<file path="config.mk">
export PLATFORM = sky130hd
export DESIGN_NAME = game_timer_ctrl
export DESIGN_NICKNAME = d
export VERILOG_FILES = /design/src/rtl/game_timer_ctrl.sv
export SDC_FILE = /design/constraint.sdc
export NUM_CORES = 1
export LEC_CHECK = 0
export ABC_AREA = 1
export BUFFER_PORTS_ARGS = -buffer_cell sky130_fd_sc_hd__clkbuf_2
export CAP_MARGIN = 30
export CORE_MARGIN = 3
export CORE_UTILIZATION = 38
export DETAILED_ROUTE_END_ITERATION = 10
export GPL_ROUTABILITY_DRIVEN = 0
export GPL_TIMING_DRIVEN = 0
export SYNTH_ARGS = -nofsm -noshare
export SYNTH_HDL_FRONTEND = slang
export SYNTH_SLANG_ARGS = --single-unit
export TNS_END_PERCENT = 10
</file>
<file path="constraint.sdc">
create_clock -name clk_in -period 4.9 [get_ports clk_in]
set_input_delay 0.98 -clock clk_in [delete_from_list [all_inputs] [get_ports clk_in]]
set_output_delay 0.98 -clock clk_in [all_outputs]
set_load 0.1 [all_outputs]
</file>
<file path="src/rtl/game_timer_ctrl.sv">
// game_timer_ctrl: 1 Hz countdown for the timed game modes.
// A start pulse loads a clamped MM:SS duration. A prescaler divides the system
// clock down to seconds. The remaining time is kept twice: once in binary and
// once as three BCD digits, and both count down in lockstep. All outputs are
// registered.
module game_timer_ctrl #(
  parameter int TICKS_PER_SEC = 74_250_000,
  parameter int WARN_SECONDS  = 10
) (
  input  logic       clk_in,
  input  logic       rst_n_in,
  input  logic       start_in,
  input  logic       pause_in,
  input  logic       abort_in,
  input  logic [3:0] dur_min_in,
  input  logic [5:0] dur_sec_in,
  output logic       running_out,
  output logic       paused_out,
  output logic       timer_done_out,
  output logic       expired_out,
  output logic       sec_tick_out,
  output logic       warn_out,
  output logic [9:0] secs_left_out,
  output logic [3:0] bcd_min_out,
  output logic [3:0] bcd_sec_tens_out,
  output logic [3:0] bcd_sec_ones_out
);

  // The prescaler needs at least one bit, even when one tick lasts one cycle.
  localparam int            PW         = (TICKS_PER_SEC > 1) ? $clog2(TICKS_PER_SEC) : 1;
  localparam logic [PW-1:0] PRESC_MAX  = PW'(TICKS_PER_SEC - 1);
  localparam logic [9:0]    WARN_LIMIT = 10'(WARN_SECONDS);

  typedef enum logic [1:0] {
    IDLE    = 2'd0,
    RUN     = 2'd1,
    PAUSED  = 2'd2,
    EXPIRED = 2'd3
  } state_t;

  state_t        state_reg, state_next;
  logic [PW-1:0] presc_reg, presc_next;
  logic [9:0]    secs_reg, secs_next;

  // Digit index: 0 = seconds ones, 1 = seconds tens, 2 = minutes.
  logic [3:0]    digit_reg  [3];
  logic [3:0]    digit_next [3];
  logic [3:0]    digit_dec  [3];
  logic [2:0]    borrow;

  logic          done_reg, done_next;
  logic          tick_reg, tick_next;
  logic          running_reg, running_next;
  logic          paused_reg, paused_next;
  logic          expired_reg, expired_next;
  logic          warn_reg, warn_next;

  // Load path. The divide and modulo by 10 act only on the clamped seconds
  // input, which is a small constant-divisor lookup. They never appear in
  // the per-second countdown path.
  logic [3:0]    load_min;
  logic [5:0]    load_sec;
  logic [9:0]    load_secs;
  logic [3:0]    load_tens;
  logic [3:0]    load_ones;

  assign load_min  = (dur_min_in > 4'd9)  ? 4'd9  : dur_min_in;
  assign load_sec  = (dur_sec_in > 6'd59) ? 6'd59 : dur_sec_in;
  assign load_secs = 10'(load_min) * 10'd60 + 10'(load_sec);
  assign load_tens = 4'(load_sec / 6'd10);
  assign load_ones = 4'(load_sec % 6'd10);

  // Digit-wise decrement with a borrow chain. The ones digit always takes the
  // decrement. A digit at 0 wraps to its maximum value and passes the borrow
  // to the next digit. This result is only used on a tick, and ticks only
  // happen while the count is nonzero, so the minutes digit never wraps.
  assign borrow[0] = 1'b1;

  generate
    for (genvar gi = 0; gi < 3; gi++) begin : g_digit
      localparam logic [3:0] DIGIT_MAX = (gi == 1) ? 4'd5 : 4'd9;

      assign digit_dec[gi] = !borrow[gi]              ? digit_reg[gi] :
                             (digit_reg[gi] == 4'd0)  ? DIGIT_MAX     :
                                                        digit_reg[gi] - 4'd1;

      if (gi < 2) begin : g_borrow
        assign borrow[gi+1] = borrow[gi] && (digit_reg[gi] == 4'd0);
      end
    end
  endgenerate

  // Next-state and next-output logic. The priority order is abort, then start,
  // then the countdown. In the countdown, pause suppresses the tick.
  always_comb begin
    state_next = state_reg;
    presc_next = presc_reg;
    secs_next  = secs_reg;
    digit_next = digit_reg;
    done_next  = 1'b0;
    tick_next  = 1'b0;

    if (abort_in) begin
      state_next = IDLE;
      presc_next = '0;
      secs_next  = '0;
      digit_next = '{default: 4'd0};
    end else if (start_in) begin
      presc_next    = '0;
      secs_next     = load_secs;
      digit_next[2] = load_min;
      digit_next[1] = load_tens;
      digit_next[0] = load_ones;
      if (load_secs == 10'd0) begin
        state_next = EXPIRED;
        done_next  = 1'b1;
      end else begin
        state_next = pause_in ? PAUSED : RUN;
      end
    end else begin
      case (state_reg)
        RUN, PAUSED: begin
          if (pause_in) begin
            // The prescaler freezes, even when it is at the wrap point.
            state_next = PAUSED;
          end else begin
            state_next = RUN;
            if (presc_reg == PRESC_MAX) begin
              presc_next = '0;
              tick_next  = 1'b1;
              secs_next  = secs_reg - 10'd1;
              digit_next = digit_dec;
              if (secs_reg == 10'd1) begin
                state_next = EXPIRED;
                done_next  = 1'b1;
              end
            end else begin
              presc_next = presc_reg + PW'(1);
            end
          end
        end
        default: begin
          // IDLE and EXPIRED hold their counters until start or abort.
        end
      endcase
    end

    running_next = (state_next == RUN) || (state_next == PAUSED);
    paused_next  = (state_next == PAUSED);
    expired_next = (state_next == EXPIRED);
    warn_next    = running_next && (secs_next <= WARN_LIMIT) && (secs_next != 10'd0);
  end

  // State, counter and output registers. The active-low reset is synchronous.
  always_ff @(posedge clk_in) begin
    if (!rst_n_in) begin
      state_reg   <= IDLE;
      presc_reg   <= '0;
      secs_reg    <= '0;
      digit_reg   <= '{default: 4'd0};
      done_reg    <= 1'b0;
      tick_reg    <= 1'b0;
      running_reg <= 1'b0;
      paused_reg  <= 1'b0;
      expired_reg <= 1'b0;
      warn_reg    <= 1'b0;
    end else begin
      state_reg   <= state_next;
      presc_reg   <= presc_next;
      secs_reg    <= secs_next;
      digit_reg   <= digit_next;
      done_reg    <= done_next;
      tick_reg    <= tick_next;
      running_reg <= running_next;
      paused_reg  <= paused_next;
      expired_reg <= expired_next;
      warn_reg    <= warn_next;
    end
  end

  assign running_out      = running_reg;
  assign paused_out       = paused_reg;
  assign timer_done_out   = done_reg;
  assign expired_out      = expired_reg;
  assign sec_tick_out     = tick_reg;
  assign warn_out         = warn_reg;
  assign secs_left_out    = secs_reg;
  assign bcd_min_out      = digit_reg[2];
  assign bcd_sec_tens_out = digit_reg[1];
  assign bcd_sec_ones_out = digit_reg[0];

endmodule

</file>
# [Word level (Yosys, flattened, before mapping)]
# Cells that the tools add are included.
[word_totals] latchBits=0 inputBits=15 ram_bits=0 mem_count=0 rom_bits=0 ff_bits=57
[op_classes] bitwise=3 n_reduce_logical=21 n_mux=32 multipliers=1 shift=0 div_mod_pow=2 magnitude_cmp=3 add_sub_neg=6 n_eq_ne=8
[ops] operator="2-to-1 mux 10 bit" count=5
[ops] operator="2-to-1 mux 12 bit" count=4
[ops] operator="adder 27 x 1 -> 27 bit (second input constant)" count=1
[ops] operator="equality test 27 bit (second input constant)" count=1
[ops] operator="2-to-1 mux 27 bit" count=1
[ops] operator="2-to-1 mux 4 bit" count=6
[ops] operator="2-to-1 mux 2 bit" count=8
[ops] operator="zero test 4 bit" count=3
[ops] operator="subtractor 4 x 1 -> 4 bit (second input constant)" count=3
[ops] operator="adder 10 x 6 -> 10 bit" count=1
[ops] operator="equality test 10 x 1 -> 1 bit (second input constant)" count=1
[ops] operator="less-or-equal comparator 10 x 4 -> 1 bit (second input constant)" count=1
[ops] operator="zero test 10 bit" count=1
[ops] operator="nonzero test 10 bit" count=1
[ops] operator="subtractor 10 x 1 -> 10 bit (second input constant)" count=1
[ops] operator="multiplier 4 x 4 -> 8 bit (second input constant)" count=1
[ops] operator="AND reduction 4 bit" count=2
[ops] operator="nonzero test 2 bit" count=4
[ops] operator="2-to-1 mux 1 bit" count=7
[ops] operator="divider 6 x 4 -> 6 bit (second input constant)" count=1
[ops] operator="equality test 2 bit (second input constant)" count=3
[ops] operator="greater-than comparator 6 bit (second input constant)" count=1
[ops] operator="modulo 6 x 4 -> 6 bit (second input constant)" count=1
[ops] operator="2-to-1 mux 6 bit" count=1
[ops] operator="other kinds (11)" count=17

# [Logic depth before layout (Yosys ltp)]
# Gate-level depths: netlist of the first run.
[depth] depth_word=12 mapped_depth=30 mapped_depth_nobuf=30

# [Least setup slack after synthesis of the first run]
# OpenSTA, ideal clock, no wires.
[synth_timing] path_kind="input port to flip-flop" from="in dur_min_in[2]" to="reg warn_reg, in the netlist warn_out" path_stages=28 path_buffers=0 setup_ps=64 slack_ps=-18 arrival_time_ps=4854 path_cell_list="o21ai_2 nand3_2 nand2_1 inv_1 ha_1 inv_1 fa_1 inv_1 fa_1 ha_1 inv_1 nor2_1 nand4_1 nand2_1 nand2_1 nand2_1 inv_1 nor2_2 nand3_1 nand2_1 nand2_1 ha_1 nor2_1 inv_1 o21bai_1 nor2_1 nand4_1 nor2_1"
[synth_between] elab_chain_cells=12 word_cells_on_any_way=17 classes_between="add/sub (1); mul (1); order compare (2); eq/ne (2); mux (6); reduce/logical (5)"
[synth_rtl] element="start: declaration" line="15" text="input logic [3:0] dur_min_in,"
[synth_rtl] element="greater-than comparator 4 bit" line="67" text="assign load_min = (dur_min_in > 4'd9) ? 4'd9 : dur_min_in;"
[synth_rtl] element="2-to-1 mux 4 bit (*)" line="67"
[synth_rtl] element="multiplier 4 x 4 -> 8 bit (*)" line="69" text="assign load_secs = 10'(load_min) * 10'd60 + 10'(load_sec);"
[synth_rtl] element="adder 10 x 6 -> 10 bit (*)" line="69"
[synth_rtl] element="branches (longest 7 deep; another with less-or-equal comparator 10 x 4 -> 1 bit)"
[synth_rtl] element="logical AND 1 bit (*)" line="151" text="warn_next = running_next && (secs_next <= WARN_LIMIT) && (secs_next != 10'd0);"
[synth_rtl] element="end signal: assignment" line="177" text="warn_reg <= warn_next;"
[synth_rtl] element="end: declaration" line="56" text="logic warn_reg, warn_next;"
# Mark *: on every way between the ends.
# A chain may end at the register's enable or synchronous reset.

# [Worst setup path after layout of the first run]
# Ends and elaborated chain as after synthesis.

==> metrics, run 1 <==
layout cell share with drive strength beyond 1=between 20% and 30%; area occupied by registers=approximately 1100 sq um; Peak supply drop=between 0.0001 and 0.00015 V; max reg flops=27; Seq/Total Area, Yosys=27.64%; period utilization=96.85%; final setup violating endpoints=0; final WL=10670 um; Non-Filler Instances=849; max frequency=210.7 MHz; initial DRC count=258; first-pass GRT wire length=~18000 um; Port Buf Inserts=41; Syn. warnings=0; fin. max-slew vios=0; MaxCap Viol Count=0; worst hold path class=reg2reg; Avg Inst Size Synth=6.409 sq um; All-Layer GR Usage=between 15 and 20%; Slew HR=slightly below 60%; detailed-route DRC error count=0; Routed WL per cell=12.57 um; # clock sinks=57; Yosys top cell by area=dfxtp_1; Routed Antenna Nets=0; layout filler cell count=1099; clk buf depth=2; Req. time, crit path=5.18 ns; Synth Register Bits=57; diodes inserted=0; Setup crit end kind=register; area grow syn2layout=19.04%; worst-margin pin slew=between 0.6 and 0.7 ns; clock skew=0.009371 ns; Power Total=0.001389 W; DR vias=4208; num ports=43; drt pass-1 iters=5; worst skew pair latency=0.35 ns; CTS tree=built; die height=approximately 110 um; root cell of the clock tree=clkbuf_8; H-tree levels=3; Die Area=around 12000 sq um; Synth Cell Area=4128 sq um; Crit. Startpoint=dur_min_in[2]; metal3 WL=between 400 and 500 um; R2R Path End=warn_out; area of the core=10460 sq um; clock buffer count from CTS=9; share of the synthesized area in the top cell type=27.64%; multi-input combinational cell area=2658 sq um; Final Net Count=roughly 750; crit path max fanout=4; Reg clk slew, reported paths=around 0.060 ns; CP endpoint=warn_out; metal2 WL=roughly 5400 um; placed cell area=4518 sq um; Critical R2R Launch=presc_reg[0]; outcome=finished clean; GRT overflow=0; row cnt=37; Top Layer Used=met4; Via density=4.956; Post-Synthesis Cells=644; Critical Path AT=roughly 5 ns; Synth Net Count=681; Die X=110.2 um; Pwr per Cell Area=282.8 nW/um^2; Worst setup SP type=primary input; Setup Crit Path Kind=in2reg; vias in the first global route=4019; final hold violations=0; Metal-1 WL=4638 um; reg2reg path depth=18; initial antenna violation count=0; RSZ-0062 raised after global routing=true; Initial Util=39.45%; leakage=approximately 2.3 nW; design area=4913 sq um; Placed Cells=just over 800; Final HPWL DP=8274 um; unique cell type count in the Yosys netlist=between 40 and 50; Final Critical Period=4.746 ns; register-to-register setup slack=2.03 ns; fin util=between 40 and 50%; HP Start=presc_reg[22]; Area contributors post-synth=dfxtp_1 (28%), nand2_1 (13%), inv_1 (9.0%), nor2_1 (8.0%), nand3_1 (6.2%); largest net degree at the start of global routing=11
## logic make-up (layout without fill, tap and decap cells)
group / count (synthesis) / in the layout / synth area share, %
compound gates: 84 / 84 / 11.82
xor+xnor: 11 / 11 / 2.516
flops: 57 / 57 / 27.64
fa+ha+maj: 22 / 22 / 7.214
buf+inv: 119 / 188 / 11.06
simple gates: 351 / 351 / 39.74
## layer usage
layer,up-vias,global-route usage [%]
li1,2195,-
met1,1909,21.76
met2,91,33.67
met3,13,3.262
met4,0,6.948
met5,-,0
## layout make-up
| cell class | count | share of cell area [%] |
|---|---|---|
| Clock inverter | 3 | 0.3056 |
| Inverter | 108 | 8.327 |
| Clock buffer | 13 | 3.234 |
| Multi-Input combinational cell | 468 | 54.09 |
| Buffer | 11 | 1.019 |
| Timing Repair Buffer | 53 | 6.341 |
| Sequential cell | 57 | 23.22 |
| Tap cell | 136 | 3.463 |
## critical path: stages
cell and delay, ns:
buf_8 0.10, o21ai_4 0.19, nand3_2 0.12, nand2_2 0.09, inv_2 0.05, ha_4 0.27, inv_2 0.03, fa_1 0.51
inv_2 0.05, fa_2 0.47, ha_4 0.32, buf_4 0.12, nand3_2 0.08, nand2_2 0.09, nand2_1 0.05, nand2_1 0.07
nand4_1 0.11, nor2_2 0.17, nand3_2 0.11, nand2_2 0.09, nand2_4 0.06, ha_4 0.23, nor2_4 0.11, inv_1 0.05
o21bai_1 0.16, nor2_1 0.14, nand4_1 0.11, nor2_1 0.11
## Yosys cell counts, drive strengths merged
cell and count:
a211oi 4, a21oi 34, a221oi 2, a31oi 2
buf 5, clkbuf 6, clkinv 1, dfxtp 57
fa 3, ha 19, inv 107, nand2 157
nand3 57, nand3b 3, nand4 14, nor2 97
nor3 18, nor4 3, o211ai 1, o21a 4
o21ai 33, o21bai 2, o22ai 1, o31ai 1
or2 2, xnor2 1, xor2 10
## cells in the final DEF, fill, tap and decap left out, drive strengths merged
cell type	instances
nand2	157
inv	107
nor2	97
dfxtp	57
nand3	57
clkbuf	57
a21oi	34
o21ai	33
buf	20
ha	19
nor3	18
nand4	14
xor2	10
clkinv	4
o21a	4
a211oi	4
nor4	3
nand3b	3
fa	3
or2	2
o21bai	2
a31oi	2
a221oi	2
xnor2	1
o31ai	1
o22ai	1
o211ai	1
## power by group
group          internal, W  total (W)  switching, W
Sequential        0.000476   0.000489     0.0000130
Clock             0.000209   0.000405      0.000196
Combinational     0.000167   0.000496      0.000329
Total             0.000851    0.00139      0.000538
## through the flow
step / setup TNS, ns / setup slack (ns) / hold slack [ns]
after floorplan: 0 / 0.01528 / 0.4432
after global placement: -0.7061 / -0.6130 / 0.4557
after detailed placement: -0.7491 / -0.6290 / 0.4659
after CTS: 0 / 0.002140 / 0.4749
after global routing: -0.06840 / -0.06840 / 0.5161
final: 0 / 0.1543 / 0.4690
## repair_timing
item | 4_1_cts | 5_1_grt
hold buffers | 0 | 0
pin swaps | 8 | 18
resized for setup | 7 | 30
setup buffers | 2 | 10
endpoints found under the setup margin | 1 | 1
## worst min path at each step
| stage | endpoint | slack, ns | depth (start not counted) |
|---|---|---|---|
| after floorplan | presc_reg[16] | 0.44 | 1 |
| after global placement | presc_reg[22] | 0.46 | 2 |
| after detailed placement | presc_reg[22] | 0.47 | 2 |
| after CTS | presc_reg[22] | 0.47 | 2 |
| after global routing | presc_reg[22] | 0.52 | 2 |
| final | presc_reg[22] | 0.47 | 2 |
Note: power is estimated with default switching activity, not from simulation.
==> run 2: changes to the inputs <==
Settings changed: GPL_TIMING_DRIVEN 0 to default.
==> run 2 against run 1 <==
  * Via count decreased by 0.21%
  * Global-route usage decreased by 0.079 points
  * Highest routed layer unchanged
  * Combinational power increased by 4%
  * Die area unchanged
  * Critical endpoint unchanged
==> metrics, run 2 (synthesis results as in run 1) <==
first-pass GRT wire length=17950 um (+0.62%); GR Util met2=33.10% (-0.56 points); Final Net Count=752 (+0.94%); GRT overflow=0 (unchanged); leakage=2.349 nW (+2.7%); row cnt=37 (unchanged); clk buf depth=2 (unchanged); vias in the first global route=4049 (+0.75%); outcome=finished clean; area of the core=10460 sq um (unchanged); Placed Cells=837 (+1.9%); max frequency=213.1 MHz (+1.1%); reg2reg path depth=18 (unchanged); Via density=4.905 (-1.0%); Critical Path AT=4.96 ns (-0.07 ns); Req. time, crit path=5.17 ns (about the same); commonest non-fill, non-tap cell in the layout=nand2_1; Critical R2R Launch=presc_reg[0]; gr busiest metal=met2; commonest non-fill, non-tap cells in the layout=nand2_1 (144), inv_1 (96), nor2_1 (83); R2R Path End=warn_out; diodes inserted=0 (unchanged); layout cell share with drive strength beyond 1=21.67% (+1.2 points); detailed-route DRC error count=0 (unchanged); root cell of the clock tree=clkbuf_8; CP endpoint=warn_out; # clock sinks=57 (unchanged); worst hold path class=reg2reg; period utilization=95.75% (-1.1 points); H-tree levels=3 (unchanged); multi-input combinational cell area=2634 sq um (-0.89%); DR vias=4199 (-0.21%); Die Area=12150 sq um (unchanged); Die X=110.2 um (unchanged); met3 Resource Use GR=3.203% (-0.058 points); die height=110.2 um (unchanged); area grow syn2layout=21.01%; Final HPWL DP=8218 um (-0.67%); Non-Filler Instances=856 (+0.82%); drt pass-1 iters=4 (-1); placed cell area=4668 sq um (+3.3%); Worst setup SP type=primary input; worst-margin pin slew=0.8341 ns (+0.2034 ns); register-to-register setup slack=2.14 ns (+0.11 ns); final hold violations=0 (unchanged); Setup Crit Path Kind=in2reg; Port Buf Inserts=42 (+2.4%); initial antenna violation count=0 (unchanged); crit path max fanout=3 (-1); num ports=43 (unchanged); Final Critical Period=4.692 ns (-0.05369 ns); largest stage delay on the critical path=0.51 ns (about the same); initial DRC count=194 (-25%); Pwr per Cell Area=296.1 nW/um^2 (+4.7%); max reg flops=27 (unchanged); Setup crit end kind=register; clock buffer count from CTS=9 (unchanged); met1 Use GR=22.75% (+0.99 points); Slew HR=44.33% (-13 points); Initial Util=39.45% (unchanged); worst skew pair latency=0.34 ns (about the same); WHS Path Cells=2 (unchanged); layout filler cell count=1060 (-3.5%); Routed WL per cell=12.29 um (-2.2%); cts hold-fix bufs=0 (unchanged); Reg clk slew, reported paths=0.07 ns (about the same); largest net degree at the start of global routing=27 (+16); CP max stage cell=fa_1; final WL=10520 um (-1.4%); CP dominant cell by count=nand2_1; CTS tree=built; design area=4995 sq um (+1.7%); MaxCap Viol Count=0 (unchanged); Crit. Startpoint=dur_min_in[2]; area occupied by registers=1141 sq um (unchanged); Peak supply drop=0.0001350 V (+7.8%); clock skew=0.007585 ns (-0.001786 ns); Routed Antenna Nets=0 (unchanged); fin. max-slew vios=0 (unchanged); All-Layer GR Usage=18.50% (-0.079 points); Power Total=0.001479 W (+6.4%); final setup violating endpoints=0 (unchanged)
==> run 2: worst max-delay path, delay by kind of cell <==
kind / cells / cell delay (ns)
AO/OA/AOI/OAI: 2 / 0.32
buffers and inverters: 7 / 0.51
AND/OR/NAND/NOR: 15 / 1.33
adder cells (fa/ha/maj): 5 / 1.83
==> run 2: timing repair <==
action,CTS,global route
setup buffers,1,2
gates resized for setup,1,20
endpoints found under the hold margin,0,0
endpoints found under the setup margin,1,1
pin swaps,4,13
==> run 2: layer usage <==
layer,vias up,routed length (um)
li1,2212,-
met1,1897,4677
met2,81,5261
met3,9,484
met4,0,93
met5,-,0
==> run 2: how the worst min path moves through the flow <==
| stage | from | end | slack [ns] |
|---|---|---|---|
| floorplan | presc_reg[16] | presc_reg[16] | 0.44 |
| global placement | presc_reg[22] | presc_reg[22] | 0.45 |
| detailed placement | presc_reg[22] | presc_reg[22] | 0.47 |
| CTS | presc_reg[22] | presc_reg[22] | 0.48 |
| global route | presc_reg[22] | presc_reg[22] | 0.51 |
| finish | presc_reg[22] | presc_reg[22] | 0.47 |
==> run 2: cell type report <==
| class | count | share of cell area (%) |
|---|---|---|
| Multi-Input combinational cell | 468 | 52.73 |
| Tap cell | 136 | 3.407 |
| Sequential cell | 57 | 22.85 |
| Clock inverter | 4 | 1.002 |
| Inverter | 108 | 8.141 |
| Clock buffer | 12 | 3.307 |
| Timing Repair Buffer | 71 | 8.567 |
==> run 2: power breakdown <==
| part | internal, W | total [W] | leakage, nW | switching (W) |
|---|---|---|---|---|
| registers | 0.000476 | 0.000489 | 0.462 | 0.0000134 |
| clock network | 0.000276 | 0.000475 | 0.105 | 0.000200 |
| logic | 0.000185 | 0.000515 | 1.78 | 0.000329 |
| total | 0.000937 | 0.00148 | 2.35 | 0.000542 |
==> run 2: stage by stage <==
stage          setup TNS (ns)  worst slack [ns]  util (%)  hold WS, ns
6_report                    0            0.2080     47.74       0.4708
5_1_grt              -0.07504          -0.07504     47.74       0.5079
4_1_cts                     0          0.003618     46.77       0.4779
3_5_place_dp          -0.3868           -0.3654     44.62       0.4670
3_3_place_gp          -0.1672           -0.1672     44.62       0.4542
2_1_floorplan               0           0.01528         -       0.4432
